--- config.mk ---
export PLATFORM = sky130hd
export DESIGN_NAME = alu_issue_ctrl
export DESIGN_NICKNAME = d
export VERILOG_FILES = /design/src/rtl/alu_issue_ctrl.sv
export SDC_FILE = /design/constraint.sdc
export NUM_CORES = 1
export LEC_CHECK = 0
export ABC_CLOCK_PERIOD_IN_PS = 1490
export CAP_MARGIN = 5
export CELL_PAD_IN_SITES_DETAIL_PLACEMENT = 1
export CELL_PAD_IN_SITES_GLOBAL_PLACEMENT = 2
export CORE_MARGIN = 5
export CORE_UTILIZATION = 26
export CTS_CLUSTER_SIZE = 28
export DETAILED_ROUTE_END_ITERATION = 10
export MAX_ROUTING_LAYER = met4
export PLACE_DENSITY_LB_ADDON = 0.1
export SLEW_MARGIN = 0
export SYNTH_ARGS = -nofsm -noshare
export SYNTH_HDL_FRONTEND = slang
export SYNTH_SLANG_ARGS = --single-unit
--- constraint.sdc ---
create_clock -name clk -period 1.49 [get_ports clk]
set_input_delay 0.2235 -clock clk [delete_from_list [all_inputs] [get_ports clk]]
set_output_delay 0.2235 -clock clk [all_outputs]
set_load 0.02 [all_outputs]
--- src/rtl/alu_issue_ctrl.sv ---
// Issue/capture stage around the combinational SafeALU: registers operands,
// captures flags one cycle later and hands results downstream on valid/ready.
module alu_issue_ctrl #(
   parameter int W       = 8,
   parameter int COUNT_W = 16
) (
   input  logic               clk,
   input  logic               rst_n,
   input  logic               in_valid,
   output logic               in_ready,
   input  logic [W-1:0]       in_a,
   input  logic [W-1:0]       in_b,
   input  logic [1:0]         in_op,
   input  logic               in_use_acc,
   output logic [W-1:0]       alu_a,
   output logic [W-1:0]       alu_b,
   output logic [1:0]         alu_op,
   input  logic [W-1:0]       alu_r,
   input  logic               alu_z,
   input  logic               alu_c,
   input  logic               alu_v,
   output logic               out_valid,
   input  logic               out_ready,
   output logic [W-1:0]       out_r,
   output logic               out_z,
   output logic               out_c,
   output logic               out_v,
   output logic               sticky_c,
   output logic               sticky_v,
   input  logic               sticky_clr,
   output logic [COUNT_W-1:0] op_count
);

   typedef enum logic [1:0] {
      IDLE = 2'd0,
      EVAL = 2'd1,
      RESP = 2'd2
   } state_t;

   state_t               state_q, state_d;
   logic [W-1:0]         alu_a_q, alu_a_d;
   logic [W-1:0]         alu_b_q, alu_b_d;
   logic [1:0]           alu_op_q, alu_op_d;
   logic [W-1:0]         out_r_q, out_r_d;
   logic                 out_z_q, out_z_d;
   logic                 out_c_q, out_c_d;
   logic                 out_v_q, out_v_d;
   logic [W-1:0]         acc_q, acc_d;
   logic                 sticky_c_q, sticky_c_d;
   logic                 sticky_v_q, sticky_v_d;
   logic [COUNT_W-1:0]   op_count_q, op_count_d;
   logic                 in_eval;

   assign in_eval = (state_q == EVAL);

   always_comb begin
      state_d    = state_q;
      alu_a_d    = alu_a_q;
      alu_b_d    = alu_b_q;
      alu_op_d   = alu_op_q;
      out_r_d    = out_r_q;
      out_z_d    = out_z_q;
      out_c_d    = out_c_q;
      out_v_d    = out_v_q;
      acc_d      = acc_q;
      op_count_d = op_count_q;
      unique case (state_q)
         IDLE: begin
            if (in_valid) begin
               alu_a_d  = in_use_acc ? acc_q : in_a;
               alu_b_d  = in_b;
               alu_op_d = in_op;
               state_d  = EVAL;
            end
         end
         EVAL: begin
            out_r_d    = alu_r;
            out_z_d    = alu_z;
            out_c_d    = alu_c;
            out_v_d    = alu_v;
            acc_d      = alu_r;
            op_count_d = op_count_q + COUNT_W'(1);
            state_d    = RESP;
         end
         RESP: begin
            if (out_ready) state_d = IDLE;
         end
         default: state_d = IDLE;
      endcase
      // a capture in the same cycle as a clear still sets the flag
      sticky_c_d = (sticky_clr ? 1'b0 : sticky_c_q) | (in_eval & alu_c);
      sticky_v_d = (sticky_clr ? 1'b0 : sticky_v_q) | (in_eval & alu_v);
   end

   always_ff @(posedge clk or negedge rst_n) begin
      if (!rst_n) begin
         state_q    <= IDLE;
         alu_a_q    <= '0;
         alu_b_q    <= '0;
         alu_op_q   <= '0;
         out_r_q    <= '0;
         out_z_q    <= 1'b0;
         out_c_q    <= 1'b0;
         out_v_q    <= 1'b0;
         acc_q      <= '0;
         sticky_c_q <= 1'b0;
         sticky_v_q <= 1'b0;
         op_count_q <= '0;
      end else begin
         state_q    <= state_d;
         alu_a_q    <= alu_a_d;
         alu_b_q    <= alu_b_d;
         alu_op_q   <= alu_op_d;
         out_r_q    <= out_r_d;
         out_z_q    <= out_z_d;
         out_c_q    <= out_c_d;
         out_v_q    <= out_v_d;
         acc_q      <= acc_d;
         sticky_c_q <= sticky_c_d;
         sticky_v_q <= sticky_v_d;
         op_count_q <= op_count_d;
      end
   end

   assign in_ready  = (state_q == IDLE);
   assign out_valid = (state_q == RESP);
   assign alu_a     = alu_a_q;
   assign alu_b     = alu_b_q;
   assign alu_op    = alu_op_q;
   assign out_r     = out_r_q;
   assign out_z     = out_z_q;
   assign out_c     = out_c_q;
   assign out_v     = out_v_q;
   assign sticky_c  = sticky_c_q;
   assign sticky_v  = sticky_v_q;
   assign op_count  = op_count_q;

endmodule

# Yosys cells after proc, flatten, opt, wreduce, memory -nomap -nowiden
# Cells that the tools add are included.
[classes]
addsub = 1
mul = 0
div_mod_pow = 0
order_cmp = 0
n_eq_ne = 4
shift = 0
muxes = 6
bitwise_logic = 4
reduce_logical = 3
[op_table]
columns = ["op", "n"]
rows = [
  ["$add 16x1->16 const B", 1],
  ["$mux 8", 1],
  ["$pmux 2 s3", 1],
  ["$mux 2", 2],
  ["$reduce_and 2->1", 2],
  ["$and 1x1->1", 2],
  ["$eq 2x1->1 const B", 1],
  ["$eq 2x2->1 const B", 1],
  ["$logic_not 2->1", 1],
  ["$mux 1", 2],
  ["$ne 2x1->1 const B", 1],
  ["$ne 2x2->1 const B", 1],
  ["$or 1x1->1", 2],
]
[word_totals]
ff_bits = 49
latch_bits = 0
mem_bits_rw = 0
mem_bits_ro = 0
input_bits = 35
out_inout_bits = 49
elab_cells = 29
mem_count = 0

# Depth between registers and ports, before layout
# Gate-level depths: netlist (run 1).
[depth]
ltp_word = 3
mapped_depth = 6
depth_no_buf = 5

# Least setup slack after synthesis (run 1)
# No wires, ideal clock.
[synth_timing]
kind = "register to register"
start = "register state_q[0]"
end = "register alu_b_q[4] (netlist: alu_b[4])"
setup_ns = 0.125
t_arrival_ns = 1.379
required_time_ns = 1.365
path_slack_ns = -0.014
path_stages_with_launch = 6
n_path_buf = 2
period_less_slack_ns = 1.504
path_cell_list = "dfrtp_1 nor2_2 and2_4 buf_6 buf_6 mux2_4"
[synth_via]
elab_chain_len = 2
[synth_lines]
columns = ["item", "line_no", "rtl"]
rows = [
  ["from (decl)", "40", "state_t state_q, state_d;"],
  ["from (signal assigned)", "110", "state_q <= state_d;"],
  ["$logic_not 2->1", "--", ""],
  ["via in_ready", "10", "output logic in_ready,"],
  ["$reduce_and 2->1 (no source line)", "--", ""],
  ["to (signal assigned)", "112", "alu_b_q <= alu_b_d;"],
  ["to (decl)", "42", "logic [W-1:0] alu_b_q, alu_b_d;"],
]
# The timed path passes the listed nets, and every way through them passes these cells.
# A chain may end at the register's enable or synchronous reset.

# Worst setup path in the final report (run 1)
[layout_timing]
start = "register state_q[0]"
end = "register op_count_q[11] (netlist: op_count[11])"
[layout_via]
elab_chain_len = 1
[layout_lines]
columns = ["item", "line_no", "rtl"]
rows = [
  ["$eq 2x1->1", "67", "unique case (state_q)"],
  ["to (signal assigned)", "121", "op_count_q <= op_count_d;"],
  ["to (decl)", "51", "logic [COUNT_W-1:0] op_count_q, op_count_d;"],
]
# Every way passes these cells.

==> results.md, run 1 <==
* Status: finished clean
* Area growth syn-to-layout at 53.1%
* Share of cells above drive strength 1 at 0.136
* Vias/cell at 4.22
* Post-DRT Antenna Nets at 0
* Endpoints failing setup at 0
* Count of buffers from port buffering at 83
* Largest net degree at the start of global routing at 50
* Die Y at 98.9 um
* Reg2reg end: op_count[11]
* Post-Synth Adder-Cell Area at 0.00609
* Inserted Diodes at 0
* Starting Density at 0.266
* CTS buffer count at 5
* Yosys top cell by area: dfrtp_1
* Worst path top cell family by delay: simple AND/OR/NAND/NOR gates
* Mapped Area at 0.00205 mm^2
* DIE AREA at 0.00978 mm^2
* Crit Path Max Fanout at 5
* Worst-Skew Late Latency at 0.31 ns
* Gp weighted congestion at 0.720
* Crit-path slowest cell: dfrtp_1
* H-tree Lvls at 2
* Iter 0 DRT Violations at 16
* Register area share after synthesis at 0.597
* Total global routing overflow at 0
* Via count at 1582
* Total setup buffers inserted after CTS at 0
* Max incr delay on CP at between 0.4 and 0.5 ns
* R2R setup slack at approximately 0.11 ns
* Worst Setup Path Type: flop to flop
* Syn Inst Count at 179
* First drt pass iteration count at 4
* Synth Net Count at 215
* Final period utilization at 0.926
* Area of the multi-input gates at 796 um^2
* Clk pin slew, worst setup/hold paths at ~0.1 ns
* Top cells by area, synth: dfrtp_1, nand2_1, xnor2_1, mux2i_1, mux2_2
* Worst vdd ir at 659 uV
* Worst slew margin at 0.813
* Register area at 0.00123 mm^2
* Flops & latches, synth at 49
* Most frequent cells in the layout: dfrtp_1, dlygate4sd2_1, nand2_1
* Post-DP HPWL at 4020 um
* Worst min-delay path class: primary input to asynchronous set/reset pin
* Post-synthesis compound-gate area fraction at 0.0268
* Crit. End Element: flop
* Crit path buffers/inverters at 1
* Max Cap Viol at 0
* Clk sink count at 49
* Netlist cell types at 28
* Nets at 308
* Leakage power at 1.58 nW
* Die X at 98.9 um
* Main combinational cell family by area after synthesis: simple AND/OR/NAND/NOR gates
* Crit start category: flop
* Worst Path Required at 1.69 ns
* Gr usage total at 0.118
* Placeable Area at 0.00773 mm^2
* Most common cell after layout, fill and taps aside: dfrtp_1
* Cell row count at 32
* Synth Warn # at 0
* Layout fillers at 873
* Post-synthesis xor/xnor area fraction at 0.0639
* TritonCTS clock tree: built
* Clk root buf: clkbuf_8
* WL final at 5400 um
* FMAX at 0.725 GHz
* # IOs at 84
* Syn_area_per_cell at 11.5 um^2
* Post-synthesis simple-gate area fraction at 0.178
* FF-to-FF Start: state_q[0]
* DRC errors left at 0
* RSZ-0062 raised after global routing: no
* Fin. max-slew vios at 0
* Fin area at 0.00315 mm^2
* Worst EP arrival at 1.58 ns
* Wire length per cell at about 14 um
* Clk buf depth at 2
* PwrDens at 1830 mW/mm^2
* Initial antenna violation count at 0
* Worst r2r path cells at 5
* Post-DP Area at ~0.003 mm^2
* Hold WS at between 0.4 and 0.5 ns
* Final-report hold violation count at 0
* Min cycle time layout at 1.38 ns
* Mux contribution to synthesized area at 0.0993
* Clock Skew at 0.0123 ns
* Global-route wire length before repair at 8950 um
* Post-synth top area share at 0.597
* CP cell instances: buf_4, nand4b_4, nor3_2, nand4_1, xnor2_1
* Slew @ Worst Pin at 0.280 ns
* Vias in the first global route at approximately 1700
[final cells by class]
| class | instances | share of cell area |
|---|---|---|
| flip-flops and latches | 49 | 0.390 |
| clock inverters | 3 | 0.0207 |
| inverters | 5 | 0.00597 |
| well taps | 102 | 0.0406 |
| multi-input cells | 119 | 0.253 |
| clock buffers | 5 | 0.0219 |
| repair buffers | 92 | 0.268 |
[synth_stat cells (all sizes together)]
library cell and instances:
xor2 4, buf 5, nor3 2, nor2b 1, and3 3, nand4bb 1, a21oi 8, mux2 10
inv 5, ha 1, clkbuf 1, nand3 1, xnor2 11, o21ai 3, and2 1, nor2 13
nand4 4, nor4b 1, dfrtp 49, nand4b 1, mux2i 8, nand2 44, nand2b 2
[kinds of logic (layout without fill, tap and decap cells)]
family,count (synthesis),count (layout)
flops,49,49
xor+xnor,15,15
compound gates,11,11
mux,18,18
simple gates,74,74
fa+ha+maj,1,1
buf+inv,11,105
[per-layer routing]
metal	wire length [um]	share of wire	GRT usage
met1	2380	0.44	0.148
met2	2660	0.49	0.187
met3	319	0.059	0.0326
met4	43	0.0080	0.0347
met5	0	0	-
[timing repair]
| item | CTS | global route |
|---|---|---|
| hold buffers | 1 | 0 |
| gates resized for setup | 52 | 6 |
| hold endpoints to repair | 49 | 0 |
| endpoints found under the setup margin | 49 | 9 |
[worst max-delay path by stage]
stage,slack (ns),cells after the start,from,to
after detailed placement,-0.005,5,in_valid,alu_a[7]
after CTS,0.02,3,state_q[0],out_valid
after global placement,-0.02,5,in_valid,alu_a[4]
after global routing,0.02,5,state_q[0],op_count[13]
after floorplan,0.06,5,state_q[0],alu_b[4]
final,0.11,5,state_q[0],op_count[11]
[report_power, final]
group          switching, W  internal (W)
registers          0.000363       0.00182
logic               0.00138       0.00106
clock network      0.000467      0.000667
[per-stage QoR]
stage / util / setup TNS (ns) / instances / total power (W) / setup slack, ns
floorplan: - / 0 / 179 / 0.00364 / 0.0589
CTS: 0.405 / 0 / 375 / 0.00588 / 0.0192
finish: 0.407 / 0 / 375 / 0.00576 / 0.110
detailed placement: 0.394 / -0.00710 / 366 / 0.00507 / -0.00456
global placement: 0.394 / -0.178 / 366 / 0.00504 / -0.0224
global route: 0.407 / 0 / 375 / 0.00617 / 0.0167
[sequential cells by signal, indices dropped and copies added (netlist names)]
register	cells
sticky_v	1
acc_q	8
op_count	16
out_v	1
state_q	2
out_c	1
alu_b	8
alu_op	2
out_z	1
sticky_c	1
alu_a	8
[worst reg2reg max path, cell delays in order, from the launching register on]
cell	delay (ns)
dfrtp_1	0.41
buf_4	0.15
nand4b_4	0.13
nor3_2	0.28
nand4_1	0.15
xnor2_1	0.15
Note: power is estimated with default switching activity, not from simulation.
==> run 2: changes to the inputs <==
Settings changed: ABC_CLOCK_PERIOD_IN_PS 1490 to 1600, CORE_UTILIZATION 26 to 40, DONT_BUFFER_PORTS set to 1.
Clock period 1.49 ns to 1.6 ns, I/O delays scaled along.
==> run 2 against run 1 <==
Maximum frequency about the same. Critical path depth decreased by 2. Highest routed layer unchanged. Utilization increased by 6.3 points. Final area decreased by 25%. Final cell count decreased by 28%. Combinational power decreased by 52%.
==> results.md, run 2 (synthesis gave the netlist of run 1 again) <==
* Status: finished clean (unchanged)
* Inserted Diodes at 0 (unchanged)
* Crit. End Element: flop (unchanged)
* Nets at 234 (was 308)
* Post-DRT Antenna Nets at 0 (unchanged)
* Final-report hold violation count at 0 (unchanged)
* Register area at 0.00123 mm^2 (unchanged)
* Global-route wire length before repair at 7400 um (was 8950 um)
* Clk root buf: clkbuf_8 (unchanged)
* Via count at 1320 (was 1582)
* First drt pass iteration count at 4 (unchanged)
* Max Cap Viol at 0 (unchanged)
* Worst Setup Path Type: flop to flop (unchanged)
* Post-DP HPWL at 3550 um (was 4020 um)
* Leakage power at 1.16 nW (was 1.58 nW)
* Starting Density at 0.407 (was 0.266)
* Total global routing overflow at 0 (unchanged)
* Die Y at 81.7 um (was 98.9 um)
* FMAX at 0.724 GHz (was 0.725 GHz)
* M1 GR Usage at 0.175 (was 0.148)
* Clk pin slew, worst setup/hold paths at 0.09 ns (was 0.10 ns)
* Most Crowded Layer GR: met2 (unchanged)
* Vias in the first global route at 1466 (was 1730)
* CP cell instances: nor2_2, and2_4, mux2_2 (was buf_4, nand4b_4, nor3_2, nand4_1, xnor2_1)
* DIE AREA at 0.00667 mm^2 (was 0.00978 mm^2)
* Count of buffers from port buffering at 0 (was 83)
* Crit start category: flop (unchanged)
* Util after Layout at 0.470 (was 0.407)
* Most common cell after layout, fill and taps aside: dfrtp_1 (unchanged)
* Gr usage total at 0.151 (was 0.118)
* Worst path top cell family by delay: flip-flops (was simple AND/OR/NAND/NOR gates)
* Fin. max-slew vios at 0 (unchanged)
* WL final at 4580 um (was 5400 um)
* Most frequent cells in the layout: dfrtp_1, nand2_1, buf_4 (was dfrtp_1, dlygate4sd2_1, nand2_1)
* Crit-path slowest cell: dfrtp_1 (unchanged)
* Worst vdd ir at 890 uV (was 659 uV)
* PwrDens at 1950 mW/mm^2 (was 1830 mW/mm^2)
* Share of cells above drive strength 1 at 0.201 (was 0.136)
* DRC errors left at 0 (unchanged)
* M2 GR Usage at 0.246 (was 0.187)
* Setup Slack @ Placement at 0.211 ns (was -0.00456 ns)
* Crit Path Max Fanout at 16 (was 5)
* Final period utilization at 0.863 (was 0.926)
* # IOs at 84 (unchanged)
* Iter 0 DRT Violations at 19 (was 16)
* Cell row count at 26 (was 32)
* Placeable Area at 0.00504 mm^2 (was 0.00773 mm^2)
* Die X at 81.7 um (was 98.9 um)
* Met3 GRT Util at 0.0647 (was 0.0326)
* Setup TNS at 0 ns (unchanged)
* Non-Filler Instances at 269 (was 375)
* Max FFs per register at 16 (unchanged)
* Wire length per cell at 17.0 um (was 14.4 um)
* Dpl cells at 259 (was 366)
* Worst Path Required at 1.79 ns (was 1.69 ns)
* Slew @ Worst Pin at 0.554 ns (was 0.280 ns)
* Area growth syn-to-layout at 15.5% (was 53.1%)
* Layout fillers at 543 (was 873)
* Initial antenna violation count at 0 (unchanged)
* Gp weighted congestion at 0.702 (was 0.720)
* Min cycle time layout at 1.38 ns (about the same)
* CTS resizes at 0 (was 52)
* Worst min-delay path class: primary input to flop (was primary input to asynchronous set/reset pin)
* Clk sink count at 49 (unchanged)
* Worst slew margin at 0.630 (was 0.813)
* Clock Skew at 0.00394 ns (was 0.0123 ns)
* Max incr delay on CP at 0.46 ns (was 0.41 ns)
* Post-route setup slack at 0.219 ns (was 0.110 ns)
* H-tree Lvls at 2 (unchanged)
* Vias/cell at 4.91 (was 4.22)
* Crit path buffers/inverters at 0 (was 1)
* Largest net degree at the start of global routing at 50 (unchanged)
* Clk buf depth at 2 (unchanged)
* Worst-Skew Late Latency at 0.29 ns (was 0.31 ns)
* Endpoints failing setup at 0 (unchanged)
* Worst EP arrival at 1.57 ns (was 1.58 ns)
* Area of the multi-input gates at 769 um^2 (was 796 um^2)
* TritonCTS clock tree: built (unchanged)
* CTS buffer count at 5 (unchanged)
* RSZ-0062 raised after global routing: no (unchanged)
[run 2: per-stage QoR]
step | cell area (um^2) | hold slack [ns] | total power (W)
2_1_floorplan | 2050 | -0.0556 | 0.00337
3_3_place_gp | 2220 | -0.0542 | 0.00369
3_5_place_dp | 2220 | -0.0543 | 0.00378
4_1_cts | 2370 | 0.0252 | 0.00471
5_1_grt | 2370 | 0.0168 | 0.00495
6_report | 2370 | 0.0336 | 0.00462
[run 2: power by group]
part           switching [W]  internal, W
Combinational       0.000641     0.000532
Sequential          0.000870      0.00169
Clock               0.000412     0.000469
[run 2: timing repair]
action	CTS	global route
buffers inserted	0	0
hold buffers	2	0
hold endpoints to repair	49	0
[run 2: final timing paths]
check,start,depth (start not counted),slack [ns],end
min,sticky_clr,1,0.03,sticky_c
max reg2reg,state_q[0],3,0.22,alu_b[0]
min in group asynchronous,rst_n,2,0.44,alu_op[0]
max,state_q[0],3,0.22,alu_b[0]
max in group asynchronous,rst_n,2,0.94,op_count[4]
min reg2reg,op_count[7],1,0.54,op_count[7]
[run 2: worst register-to-register path: stages, from the launching register on]
cell	delay [ns]
dfrtp_1	0.46
nor2_2	0.14
and2_4	0.30
mux2_2	0.38
[run 2: final cells by class]
cell class,instances,area share
Clock buffer,5,0.0290
Clock inverter,3,0.0185
Inverter,5,0.00791
Multi-Input combinational cell,119,0.324
Sequential cell,49,0.517
Tap cell,70,0.0369
Timing Repair Buffer,18,0.0665
[run 2: per-layer routing]
layer,share of wire,wire [um],vias up
li1,-,-,623
met1,0.41,1880,633
met2,0.47,2160,58
met3,0.11,505,6
met4,0.0087,40,0
met5,0,0,-
==> variant 1, RTL diff (config.mk and constraints of run 1) <==
Change the parameter `COUNT_W` from 16 to 20.
--- a/src/rtl/alu_issue_ctrl.sv
+++ b/src/rtl/alu_issue_ctrl.sv
@@ -4,3 +4,3 @@
    parameter int W       = 8,
-   parameter int COUNT_W = 16
+   parameter int COUNT_W = 20
 ) (
Interface: changed (resized op_count); port bits go from 84 to 88. The function was not compared with the original's and may differ.
==> variant 1 against run 1 <==
Register-to-register slack worse by 20 ps. Area after synthesis grew 7.9%. Sequential cell count is 4 higher. Wire length is 8.9% higher. Clock power shrank 9%. Final area is 8.4% higher. Power rose by 0.84%. Worst setup slack got worse by 26 ps. Critical path type is now register to output port. Largest power group unchanged. Highest routed layer unchanged.
==> variant 1: results (changes against run 1) <==
metric	value	unit	change
synth unique cells	29		+3.6%
Critical Path AT	1180	ps	-400 ps
Syn Inst Count	194		+8.4%
Worst IR Drop VDD	0.000614	V	-6.8%
crit path to	op_count[0]		
drt first-iter violations	7		-9
Inverters	4		-1
CTS sink count	53		+8.2%
comb_multi_in	131		+10%
Non-clk bufs	106		+15%
met1 GRT Util	0.161		+0.0130
Finished Layout Cells	407		+8.5%
slowest CP cell	dfrtp_2		
Syn Nets	230		+7.0%
Max Clk Rate	711	MHz	-1.8%
PwrDens	1700	nW/um^2	-7.0%
Layout clock buffers	6		+1
Post-DP Area	3310	um^2	+8.8%
Largest register FFs	20		+4
crit path from	op_count[0]		
NumNets Final	337		+9.4%
Signal buf overhead	0.282		+0.0141
met3 usage	0.0246		-0.00798
r2r setup slk	90	ps	-20 ps
Reg area	1330	um^2	+8.7%
Fillers	959		+9.9%
register area share after synthesis	0.598		+0.00136
crit-path max FO	4		-1
largest net degree at the start of global routing	54		+8.0%
leakage	1.69	nW	+7.1%
vias in the first global route	1847		+6.8%
Critical R2R Capture	op_count[12]		
status	finished, final reports clean		
delay-heaviest family, CP	buffers and inverters		
clock network power	1.03	mW	-9%
layout cells sized above 1	0.142		+0.00685
dpl ws	-22.4	ps	-17.9 ps
relative slew slack	0.785		-0.0283
multi-input logic area	848	um^2	+6.6%
Worst R2R Start	op_count[0]		
variant 1: cell types whose count changed after synthesis, moves of 2 or more:
cell            run 1  this run
mux2_1              0         7
mux2_2              7         0
dfrtp_1            49        53
nand3_1             1         5
xnor2_1            11        14
and3_1              3         1
nand4_1             4         6
nor2_1             12        14
variant 1: metal layers:
metal	wire, um	vias to the layer above
li1	-	852
met1	2790	815
met2	2710	55
met3	298	7
met4	87	0
met5	0	-
variant 1: cell families (layout without fill, tap and decap cells):
kind of cell,count (synthesis),in the layout,share of synthesized area
buffers and inverters,10,118,0.0248
multiplexers,18,18,0.0920
adder cells (fa/ha/maj),1,1,0.00564
flip-flops,53,53,0.598
AO/OA/AOI/OAI,11,11,0.0248
AND/OR/NAND/NOR,82,82,0.179
XOR/XNOR,19,19,0.0751
==> variant 2, RTL diff (flow settings as in run 1) <==
Without the edit above. Register the output `op_count` once more, cleared by the reset; this adds one clock of latency there. The other outputs are not delayed to match.
--- a/src/rtl/alu_issue_ctrl.sv
+++ b/src/rtl/alu_issue_ctrl.sv
@@ -135,3 +135,9 @@
    assign sticky_v  = sticky_v_q;
-   assign op_count  = op_count_q;
+   always_ff @(posedge clk or negedge rst_n) begin
+      if (!rst_n) begin
+         op_count <= '0;
+      end else begin
+         op_count <= op_count_q;
+      end
+   end
 
Formal check against the unedited RTL: not equivalent (a bounded check fails within 4 cycles, from zero or initial values and one cycle with rst_n low).
==> variant 2 against run 1 <==
Area after synthesis increased by 19%. Final area increased by 16%. Core utilization decreased by 1.1 points. Clock power increased by 42%. Power increased by 18%. Wire length increased by 9.6%. Die area increased by 17%. Worst setup slack got worse by 24 ps. Sequential cell count increased by 16. Via count increased by 11%. Global-route usage about the same. Sequential share of layout area increased by 5.6 points. Critical endpoint is now in_ready.
==> variant 2: results (changes against run 1) <==
metric	value	unit	change
status	finished, final reports clean		
met1 GRT Util	0.157		+0.00860
NumNets Final	328		+6.5%
vias in the first global route	1978		+14%
placed cells	409		+12%
clk slew on worst S/H paths	70	ps	-30 ps
multi-input logic area	779	um^2	-2.0%
multiplexer area fraction after synthesis	0.0831		-0.0162
slowest stage delay, CP	440	ps	+30 ps
layout cells sized above 1	0.149		+0.0131
Placer Congestion	0.676		-6.1%
H-Tree Depth	3		+1
Num CTS Buffers	9		+4
worst hold path type	register to register		
Worst R2R Start	state_q[1]		
Reg area	1630	um^2	+33%
leakage	1.82	nW	+15%
Synth Register Bits	65		+33%
via count	1759		+11%
met2 Usage GRT	0.168		-0.0194
Syn Nets	231		+7.4%
Critical Path AT	1180	ps	-400 ps
M1 WL	2820	um	+19%
DRT Wirelength	5920	um	+9.6%
XOR/XNOR Fraction of Synth Area	0.0535		-0.0104
clk_lat worst skew	340	ps	+30 ps
-- variant 2: worst register-to-register path: cells and delay by family (launching register included) --
| family | cells | cell delay (ps) |
|---|---|---|
| AND/OR/NAND/NOR | 3 | 700 |
| XOR/XNOR | 1 | 140 |
| flip-flops | 1 | 440 |
-- variant 2: report_power, final --
part | total [mW] | switching, mW | internal [mW]
clock | 1.61 | 0.676 | 0.933
sequential | 2.71 | 0.380 | 2.33
combinational | 2.48 | 1.40 | 1.07
total | 6.79 | 2.46 | 4.33
-- variant 2: worst max path at each step --
| stage | slack (ps) | from | to | depth (start not counted) |
|---|---|---|---|---|
| global placement | -50 | in_valid | alu_a[4] | 5 |
| finish | 90 | state_q[1] | in_ready | 2 |
| CTS | 50 | state_q[1] | in_ready | 2 |
| global route | 6 | state_q[1] | op_count_q[15] | 4 |
| detailed placement | -40 | in_valid | alu_a[2] | 5 |
| floorplan | 60 | state_q[0] | alu_b[4] | 5 |
